[src/rtl/issue_scoreboard_pkg.sv]
// Shared constants for the issue scoreboard: operand-select encodings and
// scoreboard sizing defaults.
package issue_scoreboard_pkg;

  localparam logic RS1_SEL_TMP_RS1_DATA = 1'b0;
  localparam logic RS1_SEL_E_OUT        = 1'b1;
  localparam logic RS2_SEL_TMP_RS2_DATA = 1'b0;
  localparam logic RS2_SEL_E_OUT        = 1'b1;

  localparam int SB_CNT_MAX_DEFAULT = 3;
  localparam int SB_ZERO_REG        = 0;

endpackage

[src/rtl/issue_scoreboard_sb_counter.sv]
// Per-register in-flight counter for long-latency writes: counts issues up,
// completions down, and flags a completion that arrives with nothing pending.
module sb_counter #(
  parameter int CW  = 2,
  parameter int MAX = 3
) (
  input  logic          clk,
  input  logic          rst_n,
  input  logic          i_inc,
  input  logic          i_wb_hit,
  output logic [CW-1:0] o_cnt,
  output logic          o_busy,
  output logic          o_err
);

  logic [CW-1:0] r_cnt;
  logic [CW-1:0] w_cnt_nxt;
  logic          w_dec;

  assign w_dec  = i_wb_hit && (r_cnt != {CW{1'b0}});
  assign o_err  = i_wb_hit && (r_cnt == {CW{1'b0}});
  assign o_busy = (r_cnt != {CW{1'b0}});
  assign o_cnt  = r_cnt;

  // Next count: an issue and a completion in the same cycle cancel out
  always_comb begin
    w_cnt_nxt = r_cnt;
    if (i_inc && !w_dec) begin
      if (r_cnt != CW'(MAX)) begin
        w_cnt_nxt = r_cnt + {{(CW-1){1'b0}}, 1'b1};
      end else begin
        w_cnt_nxt = r_cnt;
      end
    end else if (w_dec && !i_inc) begin
      w_cnt_nxt = r_cnt - {{(CW-1){1'b0}}, 1'b1};
    end else begin
      w_cnt_nxt = r_cnt;
    end
  end

  // Counter register
  always_ff @(posedge clk or negedge rst_n) begin
    if (!rst_n) begin
      r_cnt <= {CW{1'b0}};
    end else begin
      r_cnt <= w_cnt_nxt;
    end
  end

endmodule

[src/rtl/issue_scoreboard.sv]
// Decode/execute hazard unit: per-register long-write tracking, a one-entry
// execute shadow for forwarding, issue permission and operand selects.
module issue_scoreboard
  import issue_scoreboard_pkg::*;
#(
  parameter  int NREGS        = 32,
  parameter  int MAX_INFLIGHT = SB_CNT_MAX_DEFAULT,
  localparam int RW           = $clog2(NREGS),
  localparam int CW           = $clog2(MAX_INFLIGHT + 1)
) (
  input  logic          clk,
  input  logic          rst_n,
  input  logic          id_valid,
  input  logic [RW-1:0] id_rs1,
  input  logic [RW-1:0] id_rs2,
  input  logic [RW-1:0] id_rd,
  input  logic          id_use_rs1,
  input  logic          id_use_rs2,
  input  logic          id_reg_we,
  input  logic          id_long,
  input  logic          id_serialize,
  input  logic          ex_ready,
  input  logic          wb_valid,
  input  logic [RW-1:0] wb_rd,
  input  logic          flush,
  output logic          issue_ok,
  output logic          rs1_sel,
  output logic          rs2_sel,
  output logic          idle,
  output logic          sb_err
);

  localparam logic [RW-1:0] ZERO_REG = RW'(SB_ZERO_REG);

  logic [CW-1:0]    w_cnt [NREGS];
  logic [NREGS-1:0] w_busy;
  logic [NREGS-1:0] w_err;
  logic             w_fire;
  logic             w_inc;
  logic             w_haz_rs1;
  logic             w_haz_rs2;
  logic             w_haz_waw;
  logic             w_haz_ser;

  logic             r_e_valid;
  logic [RW-1:0]    r_e_rd;
  logic             r_e_we;
  logic             r_sb_err;

  assign w_cnt[0]  = {CW{1'b0}};
  assign w_busy[0] = 1'b0;
  assign w_err[0]  = 1'b0;

  for (genvar g = 1; g < NREGS; g++) begin : g_cnt
    sb_counter #(
      .CW  (CW),
      .MAX (MAX_INFLIGHT)
    ) u_cnt (
      .clk      (clk),
      .rst_n    (rst_n),
      .i_inc    (w_inc && (id_rd == RW'(g))),
      .i_wb_hit (wb_valid && (wb_rd == RW'(g))),
      .o_cnt    (w_cnt[g]),
      .o_busy   (w_busy[g]),
      .o_err    (w_err[g])
    );
  end

  // Hazards depend only on registered state and decode inputs, never on wb_* or ex_ready
  always_comb begin
    w_haz_rs1 = id_use_rs1 && (id_rs1 != ZERO_REG) && (w_cnt[id_rs1] != {CW{1'b0}});
    w_haz_rs2 = id_use_rs2 && (id_rs2 != ZERO_REG) && (w_cnt[id_rs2] != {CW{1'b0}});
    w_haz_waw = id_reg_we && id_long && (id_rd != ZERO_REG) &&
                (w_cnt[id_rd] == CW'(MAX_INFLIGHT));
    w_haz_ser = id_serialize && !idle;
    if (id_valid) begin
      issue_ok = !(w_haz_rs1 || w_haz_rs2 || w_haz_waw || w_haz_ser);
    end else begin
      issue_ok = 1'b1;
    end
  end

  assign idle   = ~|w_busy;
  assign w_fire = id_valid && issue_ok && ex_ready;
  assign w_inc  = w_fire && id_reg_we && id_long && (id_rd != ZERO_REG);
  assign sb_err = r_sb_err;

  // Forwarding selects from the execute shadow
  always_comb begin
    rs1_sel = RS1_SEL_TMP_RS1_DATA;
    rs2_sel = RS2_SEL_TMP_RS2_DATA;
    if (id_use_rs1 && r_e_valid && r_e_we && (r_e_rd != ZERO_REG) && (r_e_rd == id_rs1)) begin
      rs1_sel = RS1_SEL_E_OUT;
    end else begin
      rs1_sel = RS1_SEL_TMP_RS1_DATA;
    end
    if (id_use_rs2 && r_e_valid && r_e_we && (r_e_rd != ZERO_REG) && (r_e_rd == id_rs2)) begin
      rs2_sel = RS2_SEL_E_OUT;
    end else begin
      rs2_sel = RS2_SEL_TMP_RS2_DATA;
    end
  end

  // Execute shadow: only short writers are captured; long ops wait for writeback instead
  always_ff @(posedge clk or negedge rst_n) begin
    if (!rst_n) begin
      r_e_valid <= 1'b0;
      r_e_rd    <= {RW{1'b0}};
      r_e_we    <= 1'b0;
    end else if (ex_ready) begin
      if (!flush && w_fire && id_reg_we && !id_long) begin
        r_e_valid <= 1'b1;
        r_e_rd    <= id_rd;
        r_e_we    <= 1'b1;
      end else begin
        r_e_valid <= 1'b0;
        r_e_rd    <= {RW{1'b0}};
        r_e_we    <= 1'b0;
      end
    end else begin
      r_e_valid <= r_e_valid;
      r_e_rd    <= r_e_rd;
      r_e_we    <= r_e_we;
    end
  end

  // Sticky error for a completion with nothing outstanding
  always_ff @(posedge clk or negedge rst_n) begin
    if (!rst_n) begin
      r_sb_err <= 1'b0;
    end else begin
      r_sb_err <= r_sb_err | (|w_err);
    end
  end

endmodule

[config.mk]
export PLATFORM = sky130hd
export DESIGN_NAME = issue_scoreboard
export DESIGN_NICKNAME = d
export VERILOG_FILES = /design/src/rtl/issue_scoreboard_pkg.sv /design/src/rtl/issue_scoreboard_sb_counter.sv /design/src/rtl/issue_scoreboard.sv
export SDC_FILE = /design/constraint.sdc
export NUM_CORES = 1
export LEC_CHECK = 0
export CAP_MARGIN = 20
export CELL_PAD_IN_SITES_DETAIL_PLACEMENT = 1
export CELL_PAD_IN_SITES_GLOBAL_PLACEMENT = 2
export CORE_UTILIZATION = 36
export DETAILED_ROUTE_END_ITERATION = 10
export GPL_TIMING_DRIVEN = 0
export PLACE_DENSITY = 0.79
export SLEW_MARGIN = 20
export SYNTH_ARGS = -nofsm -noshare
export SYNTH_HDL_FRONTEND = slang
export SYNTH_HIERARCHICAL = 1
export SYNTH_SLANG_ARGS = --single-unit
[constraint.sdc]
create_clock -name clk -period 3.65 [get_ports clk]
set_input_delay 0.73 -clock clk [delete_from_list [all_inputs] [get_ports clk]]
set_output_delay 0.73 -clock clk [all_outputs]
set_load 0.02 [all_outputs]
* Word-level counts from Yosys, hierarchy flattened
Cells that the tools add are included.
** Word-level totals
- Bits in registers :: 69
- Bits of input ports :: 31
- Output and inout bits :: 5
** Cells by class
- $add $sub $neg :: 62
- Magnitude comparators :: 3
- Equal/unequal tests :: 127
- Mux-type cells :: 107
- Bitwise operators :: 4
- Reduce and logical (&&, ||, !) cells :: 411
** Operators with widths (count)
- $logic_and 1x1->1 :: 210
- $mux 2 :: 99
- $eq 5x5->1 const B :: 32
- $reduce_bool 2->1 :: 64
- $ne 2x2->1 const B :: 62
- $eq 5x4->1 const B :: 16
- $logic_not 1->1 :: 66
- $add 2x1->2 const B :: 31
- $logic_not 2->1 :: 31
- $reduce_and 2->1 :: 31
- $reduce_or 31->1 :: 2
- $sub 2x1->2 const B :: 31
- $eq 5x3->1 const B :: 8
- $bmux 2 s5 :: 3
- $eq 5x2->1 const B :: 4
- $reduce_bool 5->1 :: 4
- $ge 6x6->1 const B :: 3
- $not 5->6 :: 3
- $eq 5x1->1 const B :: 2
- $eq 5x5->1 :: 2
- $mux 5 :: 1
- $mux 1 :: 4
- $logic_or 1x1->1 :: 3
- $eq 2x2->1 const B :: 1
- $or 1x1->1 :: 1

* Longest topological paths before layout
Gate-level depths: netlist of run 1.
- Depth in word-level cells :: 21
- Gate-level depth with buffers :: 13

* Modules after synthesis
Netlist of run 1, hierarchy kept.
** Modules (own cells, without submodules)
- sb_counter :: times used 31, cells each 14, area an instance 116.4 µm²
- issue_scoreboard :: times used 1, cells each 370, area an instance 2597.5 µm²

* Worst setup path after synthesis of run 1
Ideal clock, no wire load.
- Kind :: input to output
- From :: in id_rs1[1]
- To :: out issue_ok
- Arrival time :: 2.775 ns
- Required time :: 2.920 ns
- Path slack :: 0.145 ns
- Cell stages on the path :: 6
- Path buffers :: 2
- Cell sequence :: clkbuf_1 > mux4_2 > a221oi_4 > nor2_4 > buf_6 > o31ai_1
** Between the ends
- Cells in the longest elaborated chain, start to end :: 11
** Ends and longest elaborated chain
- start, declared :: RTL line issue_scoreboard.sv:14 : input logic [RW-1:0] id_rs1,
- $not 5->6 (not written as such) :: RTL line issue_scoreboard.sv:71 : w_haz_rs1 = id_use_rs1 && (id_rs1 != ZERO_REG) && (w_cnt[id_rs1] != {CW{1'b0}});
- $bmux 2 s5 :: RTL line issue_scoreboard.sv:71
- $mux 2 (not written as such) (2 in series) :: RTL line issue_scoreboard.sv:71
- $reduce_bool 2->1 :: RTL line issue_scoreboard.sv:71
- $logic_and 1x1->1 * :: RTL line issue_scoreboard.sv:71
- $logic_or 1x1->1 * (3 in series) :: RTL line issue_scoreboard.sv:77 : issue_ok = !(w_haz_rs1 || w_haz_rs2 || w_haz_waw || w_haz_ser);
- $logic_not 1->1 * :: RTL line issue_scoreboard.sv:77
- $mux 1 * :: RTL line issue_scoreboard.sv:76 : if (id_valid) begin
- end, declared :: RTL line issue_scoreboard.sv:26 : output logic issue_ok,
Every way passes the cells marked *; elsewhere a longest branch is shown, timed or not. The select of a mux whose other input is x is not followed.

* Worst setup path in the final report of run 1
- From :: reg g_cnt[23].u_cnt.r_cnt[1]
- To :: out issue_ok
** RTL lines
- start, declared :: RTL line issue_scoreboard_sb_counter.sv:16 : logic [CW-1:0] r_cnt;
- start signal, assigned :: RTL line issue_scoreboard_sb_counter.sv:44 : r_cnt <= {CW{1'b0}};
- start signal, assigned :: RTL line issue_scoreboard_sb_counter.sv:46 : r_cnt <= w_cnt_nxt;
- $reduce_bool 2->1 :: RTL line issue_scoreboard_sb_counter.sv:22 : assign o_busy = (r_cnt != {CW{1'b0}});
- net w_busy[23] :: RTL line issue_scoreboard.sv:36 : logic [NREGS-1:0] w_busy;
- $reduce_or 31->1 :: RTL line issue_scoreboard.sv:83 : assign idle = ~|w_busy;
- $logic_and 1x1->1 :: RTL line issue_scoreboard.sv:75 : w_haz_ser = id_serialize && !idle;
- $logic_or 1x1->1 :: RTL line issue_scoreboard.sv:77
- $logic_not 1->1 :: RTL line issue_scoreboard.sv:77
- $mux 1 :: RTL line issue_scoreboard.sv:76
The timed path passes the listed nets, and every way through them passes these cells. The select of a mux whose other input is x is not followed.

==> results.md, run 1 <==
- Run status: finished clean
- Tcrit/Tclk final: 99.94%
- Post-route ant nets: 0
- Clk network pwr share: 40.0%
- Worst Path Required: 2.92 ns
- Power share of the combinational group: 25.3%
- Leading cell type in the layout, fill and taps excluded: nor2_1
- P_sw: 0.0007453 W
- Worst skew pair latency: 0.36 ns
- Clock sink count: 69
- Fin Setup TNS: 0 ns
- # nets final: 921
- Met1 WL: 11110 um
- CP max stage cell: dfrtp_1
- Clock Path Buffers: 2
- Final Hold Vio Count: 0
- CTS Hold Buffers Added: 0
- Via count of the first global-routing pass: 6739
- Net Sw Frac: 31.38%
- Hold/Removal Path Class: input pin to async pin
- Core area: 0.01670 mm^2
- Vias: 6624
- CTS root buf: clkbuf_16
- Post-synth ARST share: 100.0%
- Main combinational cell family by area after synthesis: simple AND/OR/NAND/NOR gates
- Met2 Wirelength: 12010 um
- Max Clk Rate: 274.1 MHz
- Final number of setup-violating endpoints: 0
- CP peak stage delay: 0.48 ns
- Inserted Clock Buffers: 9
- Int Pwr: 0.001630 W
- Syn Nets: 835
- Die W: 133.3 um
- Worst path bufs/invs: 2
- Met3 WL post-DR: 1405 um
- Pwr Density: 302.5 mW/mm^2
- GRT Residual Overflow: 0
- Post-synth EDFFs: 0
- Synth Area per Inst: 7.717 um^2
- Seq pwr share: 34.7%
- Commonest non-fill, non-tap cells in the layout: 129 x nor2_1, 72 x a21oi_1, 69 x nand2_1, 48 x dfrtp_1, 47 x buf_4
- Max-cap violations: 0
- Mapped Cells: 804
- Compound-Gate Fraction of Synth Area: 15.73%
- Initial antenna violation count: 0
- Pwr Total: 0.002375 W
- CTS clk-pin slew, worst paths: 0.06 ns
- Synth Area in Simple Gates: 39.20%
- Synthesized area: 0.006205 mm^2
- Share of the synthesized area in the top cell type: 27.83%
- Top delay family on crit path: simple AND/OR/NAND/NOR gates
- Leakage: 2.856 nW
- Synth Flop Type: dfrtp_1
- Post-synthesis adder-cell area fraction: 0%
- CTS tree: yes
- Gr usage total: 28.43%
- H-tree levels: 3
- Place WS: -1.221 ns
- Sequential fraction of the synthesis area: 27.83%
- Ys Warns: 6
- Synth area leader: dfrtp_1
- Post-synthesis sequential element count: 69
- Crit start category: flip-flop
- Final worst slack: 0.002156 ns
- Drt via density: 5.941
- Largest net degree at the start of global routing: 39
- Ant. Diodes: 0
- Final HPWL DP: 18680 um
- Area Growth Syn to Fin: 26.56%
- Buffers on Ports: 29
- Top routing layer used: met4
- WP data arrival: 2.92 ns
- I/O pins: 36
- Ratio of cells with drive above 1 in the final layout: 26.93%
- Die H: 133.3 um
- Setup CP Type: flip-flop to output pin
- Crit. End Element: output pin
- Slew margin rel.: 23.84%
- Initial Util: 37.15%
- Worst Path Max Fanout: 7
- Pre-antenna DRT Iters: 5
- Min Tclk post-route: 3.648 ns
- Synth cell types: 54
- XOR/XNOR Fraction of Synth Area: 5.787%
- Routability cong.: 0.9264
- Skew final: 0.006661 ns
- Peak VDD IR: 0.0002266 V
- DRC violations left: 0
- DR iter-0 viols: 495
- Full die area: 0.01776 mm^2
- Critical Path, Cell by Cell: or2_2, nor4_4, nand4_1, o21a_4, a21oi_4, nand3_4, buf_12, o31ai_4, buf_6
- Wirelength per Cell: 22.53 um
- Final wirelength: 25130 um
- Final max-slew violation count: 0
- Worst-Margin Slew: 1.127 ns
- Mux contribution to synthesized area: 6.312%
- First-pass GRT wire length: 38050 um
- Ranking of synthesized cells by area: dfrtp_1 28%, nor2_1 7.8%, a21oi_1 6.0%
- # rows: 47
## synth_stat cells, types with 2 or more instances
library cell and count:
nor4b_1 3, xnor2_1 10, nand2_1 69, or2_2 37, a32oi_2 2, o32ai_1 4, o211ai_1 4, inv_1 41
dfrtp_1 69, a2111oi_0 2, a21oi_1 74, nor3b_1 31, a211oi_1 5, nand4_1 11, nor2_1 129, clkbuf_1 10
nand3_1 15, and2_1 3, o21ai_0 9, o21a_1 2, nand2b_1 37, o31ai_1 2, mux4_2 13, nor3_1 16
nor4_2 14, nand3b_1 4, a211o_1 3, o22ai_1 34, mux2i_1 5, nor4_1 33, a31o_2 2, or3_1 5
o221ai_1 2, mux2_2 2, nor2b_1 6, nand2_2 31, buf_6 6, buf_2 12, xor2_1 31, a2111o_1 2
## metal layers
layer	GRT usage, %	up-vias
li1	-	3038
met1	38.06	3337
met2	46.47	206
met3	4.604	43
met4	9.596	0
met5	0	-
## cell type report
class                      instances  area, um^2
tap                              220       275.3
fill                            2024        8848
multi-input combinational        666        4449
sequential                        69        1753
clock inverter                     3       42.54
buffer                            27       225.2
clock buffer                      13       270.3
timing repair buffer              76       683.2
inverter                          41       153.9
## flip-flops by register name, summed over array words and instances (netlist names)
| name | flops |
|---|---|
| r_e_valid | 1 |
| r_e_rd | 5 |
| g_cnt.u_cnt/o_cnt | 62 |
| sb_err | 1 |
## logic make-up after synthesis
family,count (synthesis)
AO/OA/AOI/OAI,154
multiplexers,21
XOR/XNOR,41
flip-flops,69
AND/OR/NAND/NOR,450
buffers and inverters,69
## final timing paths
path	from	end	slack (ns)	cells past startpoint
worst max-delay path	g_cnt[23].u_cnt/o_cnt[1]$_DFFE_PN0P_	issue_ok	0.002	9
worst min-delay path	rst_n	g_cnt[19].u_cnt/o_cnt[0]$_DFFE_PN0P_	0.32	1
worst max register to register	g_cnt[23].u_cnt/o_cnt[1]$_DFFE_PN0P_	g_cnt[30].u_cnt/o_cnt[0]$_DFFE_PN0P_	0.13	10
worst min register to register	g_cnt[9].u_cnt/o_cnt[0]$_DFFE_PN0P_	g_cnt[9].u_cnt/o_cnt[0]$_DFFE_PN0P_	0.52	1
max in group asynchronous	rst_n	g_cnt[11].u_cnt/o_cnt[0]$_DFFE_PN0P_	2.71	2
min in group clk	g_cnt[9].u_cnt/o_cnt[0]$_DFFE_PN0P_	g_cnt[9].u_cnt/o_cnt[0]$_DFFE_PN0P_	0.52	1
## power by group through the flow
stage / logic (W) / clock network, W / registers (W)
after CTS: 0.000511 / 0.000969 / 0.000823
after detailed placement: 0.000449 / 0 / 0.000837
after global placement: 0.000437 / 0 / 0.000835
final: 0.000600 / 0.000951 / 0.000824
after global routing: 0.000631 / 0.000993 / 0.000827
after floorplan: 0.000265 / 0 / 0.000824
## stage by stage
| step | hold slack, ns | cell area (um^2) | utilization, % | instances |
|---|---|---|---|---|
| 6_report | 0.3216 | 7853 | 47.02 | 1115 |
| 4_1_cts | 0.3369 | 7430 | 44.49 | 1084 |
| 5_1_grt | 0.3523 | 7853 | 47.02 | 1115 |
| 2_1_floorplan | 0.4344 | 6205 | - | 804 |
| 3_3_place_gp | 0.5337 | 6770 | 40.54 | 1053 |
| 3_5_place_dp | 0.5504 | 6788 | 40.64 | 1054 |
## what timing repair did
action	CTS	global route
gates resized for setup	50	53
pin swaps	5	9
endpoints found under the setup margin	57	7
gates cloned	0	1
endpoints found under the hold margin	0	0
setup buffers	14	31
(Power assumes the default switching activity.)
==> run 2, diff against run 1 <==
ABC_AREA = 1   (was not set)
CORE_UTILIZATION = 32   (was 36)
PLACE_DENSITY = 0.8   (was 0.79)
SLEW_MARGIN = not set   (was 20)
==> run 2 against run 1 <==
Compared with the run above:
- critical path type is now input pin to output pin
- core utilization fell by 8.6 points
- routed wire length up 7.6%
- sequential cell count did not move
- count of clock-buffer cells in the layout unchanged
- maximum frequency rose by 0.31%
==> results.md, run 2 <==
- I/O pins: 36
- Buffers on Ports: 34
- CTS tree: yes
- Synth area leader: nand2_1
- Post-synth EDFFs: 0
- Synth Flop Type: dfrtp_1
- Ys Warns: 6
- GRT Residual Overflow: 0
- Max reg flops: 62
- Worst R2R Start: g_cnt[9].u_cnt/o_cnt[0]$_DFFE_PN0P_
- Run status: finished clean
- Ant. Diodes: 0
- M1 GR Usage: 38.89%
- XOR/XNOR Fraction of Synth Area: 0.1366%
- Area Growth Syn to Fin: 16.92%
- Full die area: 0.02061 mm^2
- DRC violations left: 0
- Compound-Gate Fraction of Synth Area: 9.192%
- Final max-slew violation count: 0
- Commonest non-fill, non-tap cells in the layout: 505 x nand2_1, 128 x inv_1, 111 x nor2_1, 90 x nand3_1, 70 x a21oi_1
- Final number of setup-violating endpoints: 0
- DR iter-0 viols: 345
- Ranking of synthesized cells by area: nand2_1 30%, dfrtp_1 27%, inv_1 7.7%
- Clock Path Buffers: 2
- Pwr Density: 287.4 mW/mm^2
- Max-cap violations: 0
- Die W: 143.5 um
- Max Clk Rate: 275.0 MHz
- Most frequent cells after synthesis: 506 x nand2_1, 131 x inv_1, 117 x nor2_1, 90 x nand3_1, 70 x a21oi_1
- Fin cells: 1483
- Cells after DPL: 1462
- Routability cong.: 0.8912
- Post-synthesis sequential element count: 69
- Initial antenna violation count: 0
- Met3 Use GR: 2.699%
- Finished Cell Area: 0.007496 mm^2
- Mapped Cells: 1162
- Wirelength per Cell: 18.22 um
- Final worst slack: 0.01334 ns
- Met2 Resource Use GR: 45.68%
- Final HPWL DP: 21250 um
- Tcrit/Tclk final: 99.63%
- Worst skew pair latency: 0.35 ns
- Setup CP Type: input pin to output pin
- Post-synth ARST share: 100.0%
- Main combinational cell family by area after synthesis: simple AND/OR/NAND/NOR gates
- CTS Hold Buffers Added: 0
- Core area: 0.01953 mm^2
- Busiest grt layer: met2
- Drt via density: 5.047
- Syn Nets: 1193
- WP data arrival: 2.91 ns
- Leakage: 3.504 nW
- Via count of the first global-routing pass: 7316
- Synth Area per Inst: 5.517 um^2
- Die H: 143.5 um
- CTS clk-pin slew, worst paths: 0.06 ns
- Peak VDD IR: 0.0002138 V
- Share of the synthesized area in the top cell type: 29.63%
- CTS root buf: clkbuf_16
- RSZ-0062 raised after global routing: yes
- Largest net degree at the start of global routing: 51
- First-pass GRT wire length: 42050 um
- Worst R2R Path Depth: 12
- Initial Util: 32.83%
- Crit. End Element: output pin
- Placed cell areas: 0.007108 mm^2
- Crit start category: input pin
- Count leader, synth: nand2_1
- Pre-antenna DRT Iters: 5
- Pwr Total: 0.002154 W
- # rows: 51
- Synthesized area: 0.006411 mm^2
- Hold/Removal Path Class: input pin to async pin
- Worst Path Max Fanout: 10
- Min Tclk post-route: 3.637 ns
- Mux contribution to synthesized area: 0%
- Leading cell type in the layout, fill and taps excluded: nand2_1
- Post-route ant nets: 0
- Ratio of cells with drive above 1 in the final layout: 10.43%
- Gr usage total: 27.71%
- # nets final: 1244
- Clock sink count: 69
- Post-synthesis adder-cell area fraction: 0%
- Inserted Clock Buffers: 9
- Slew margin rel.: 48.49%
- Synth cell types: 34
- H-tree levels: 3
- Sequential fraction of the synthesis area: 26.93%
- Skew final: 0.01158 ns
- Final wirelength: 27020 um
- Final Hold Vio Count: 0
- Worst Path Required: 2.92 ns
- Worst-Margin Slew: 0.7656 ns
- Synth Area in Simple Gates: 52.30%
- Critical Path Source: id_rs1[0]
- Vias: 7485
- Place WS: -0.6879 ns
==> run 2: cell count changes after synthesis, moves of 31 or more <==
cell      before  now
nand2_1       69  506
inv_1         41  131
inv_2          0   34
o22ai_1       34    2
xor2_1        31    0
nand3_1       15   90
nand2b_1      37    0
==> run 2: where the power goes <==
group          switching, W  total, W  internal (W)
sequential        0.0000502  0.000834      0.000784
combinational      0.000299  0.000464      0.000165
clock              0.000376  0.000857      0.000481
==> run 2: logic make-up after synthesis <==
logic type | count (synthesis)
DFF | 69
AOI/OAI and AO/OA | 111
and+or+nand+nor | 797
buffers and inverters | 184
xor gates and xnor gates | 1
==> run 2: per-layer routing <==
layer  vias to the layer above  wire, um
met3                        20       982
met2                       150     12430
met1                      3591     13230
met4                         0       379
met5                         -         0
li1                       3724         -
==> run 2: cell type report <==
| type | instances | area, um^2 |
|---|---|---|
| well taps | 265 | 331.6 |
| repair buffers | 40 | 404.1 |
| clock inverters | 3 | 21.27 |
| flip-flops and latches | 69 | 1727 |
| fillers | 2766 | 12030 |
| plain buffers | 16 | 122.6 |
| inverters | 168 | 638.1 |
| clock buffers | 13 | 250.2 |
| multi-input cells | 909 | 4001 |
==> run 2: critical path, cell delays in order <==
cell	delay (ns)
clkdlybuf4s50_1	0.50
clkinv_1	0.41
a221oi_1	0.39
nand4_1	0.11
nor3_1	0.14
clkdlybuf4s50_1	0.62
==> run 2: worst paths after layout <==
| kind | endpoint | slack (ns) |
|---|---|---|
| max reg2reg | g_cnt[27].u_cnt/o_cnt[0]$_DFFE_PN0P_ | 0.36 |
| min reg2reg | sb_err$_DFF_PN0_ | 0.50 |
| min | g_cnt[22].u_cnt/o_cnt[1]$_DFFE_PN0P_ | 0.28 |
| max in group asynchronous | g_cnt[9].u_cnt/o_cnt[1]$_DFFE_PN0P_ | 2.78 |
| max | rs1_sel | 0.01 |
| min in group clk | sb_err$_DFF_PN0_ | 0.50 |
==> run 2: what timing repair did <==
item                       4_1_cts  5_1_grt
gates resized for setup         26       11
setup buffers                    0        5
pin swaps                        0        1
setup endpoints to repair        2        3
==> run 2: metrics by stage <==
stage / utilization [%] / hold slack (ns) / setup TNS (ns)
2_1_floorplan: - / 0.4344 / 0
3_3_place_gp: 36.27 / 0.4666 / -70.28
3_5_place_dp: 36.40 / 0.4946 / -4.033
4_1_cts: 38.09 / 0.2798 / -0.01719
5_1_grt: 38.39 / 0.2955 / -0.09246
6_report: 38.39 / 0.2772 / 0
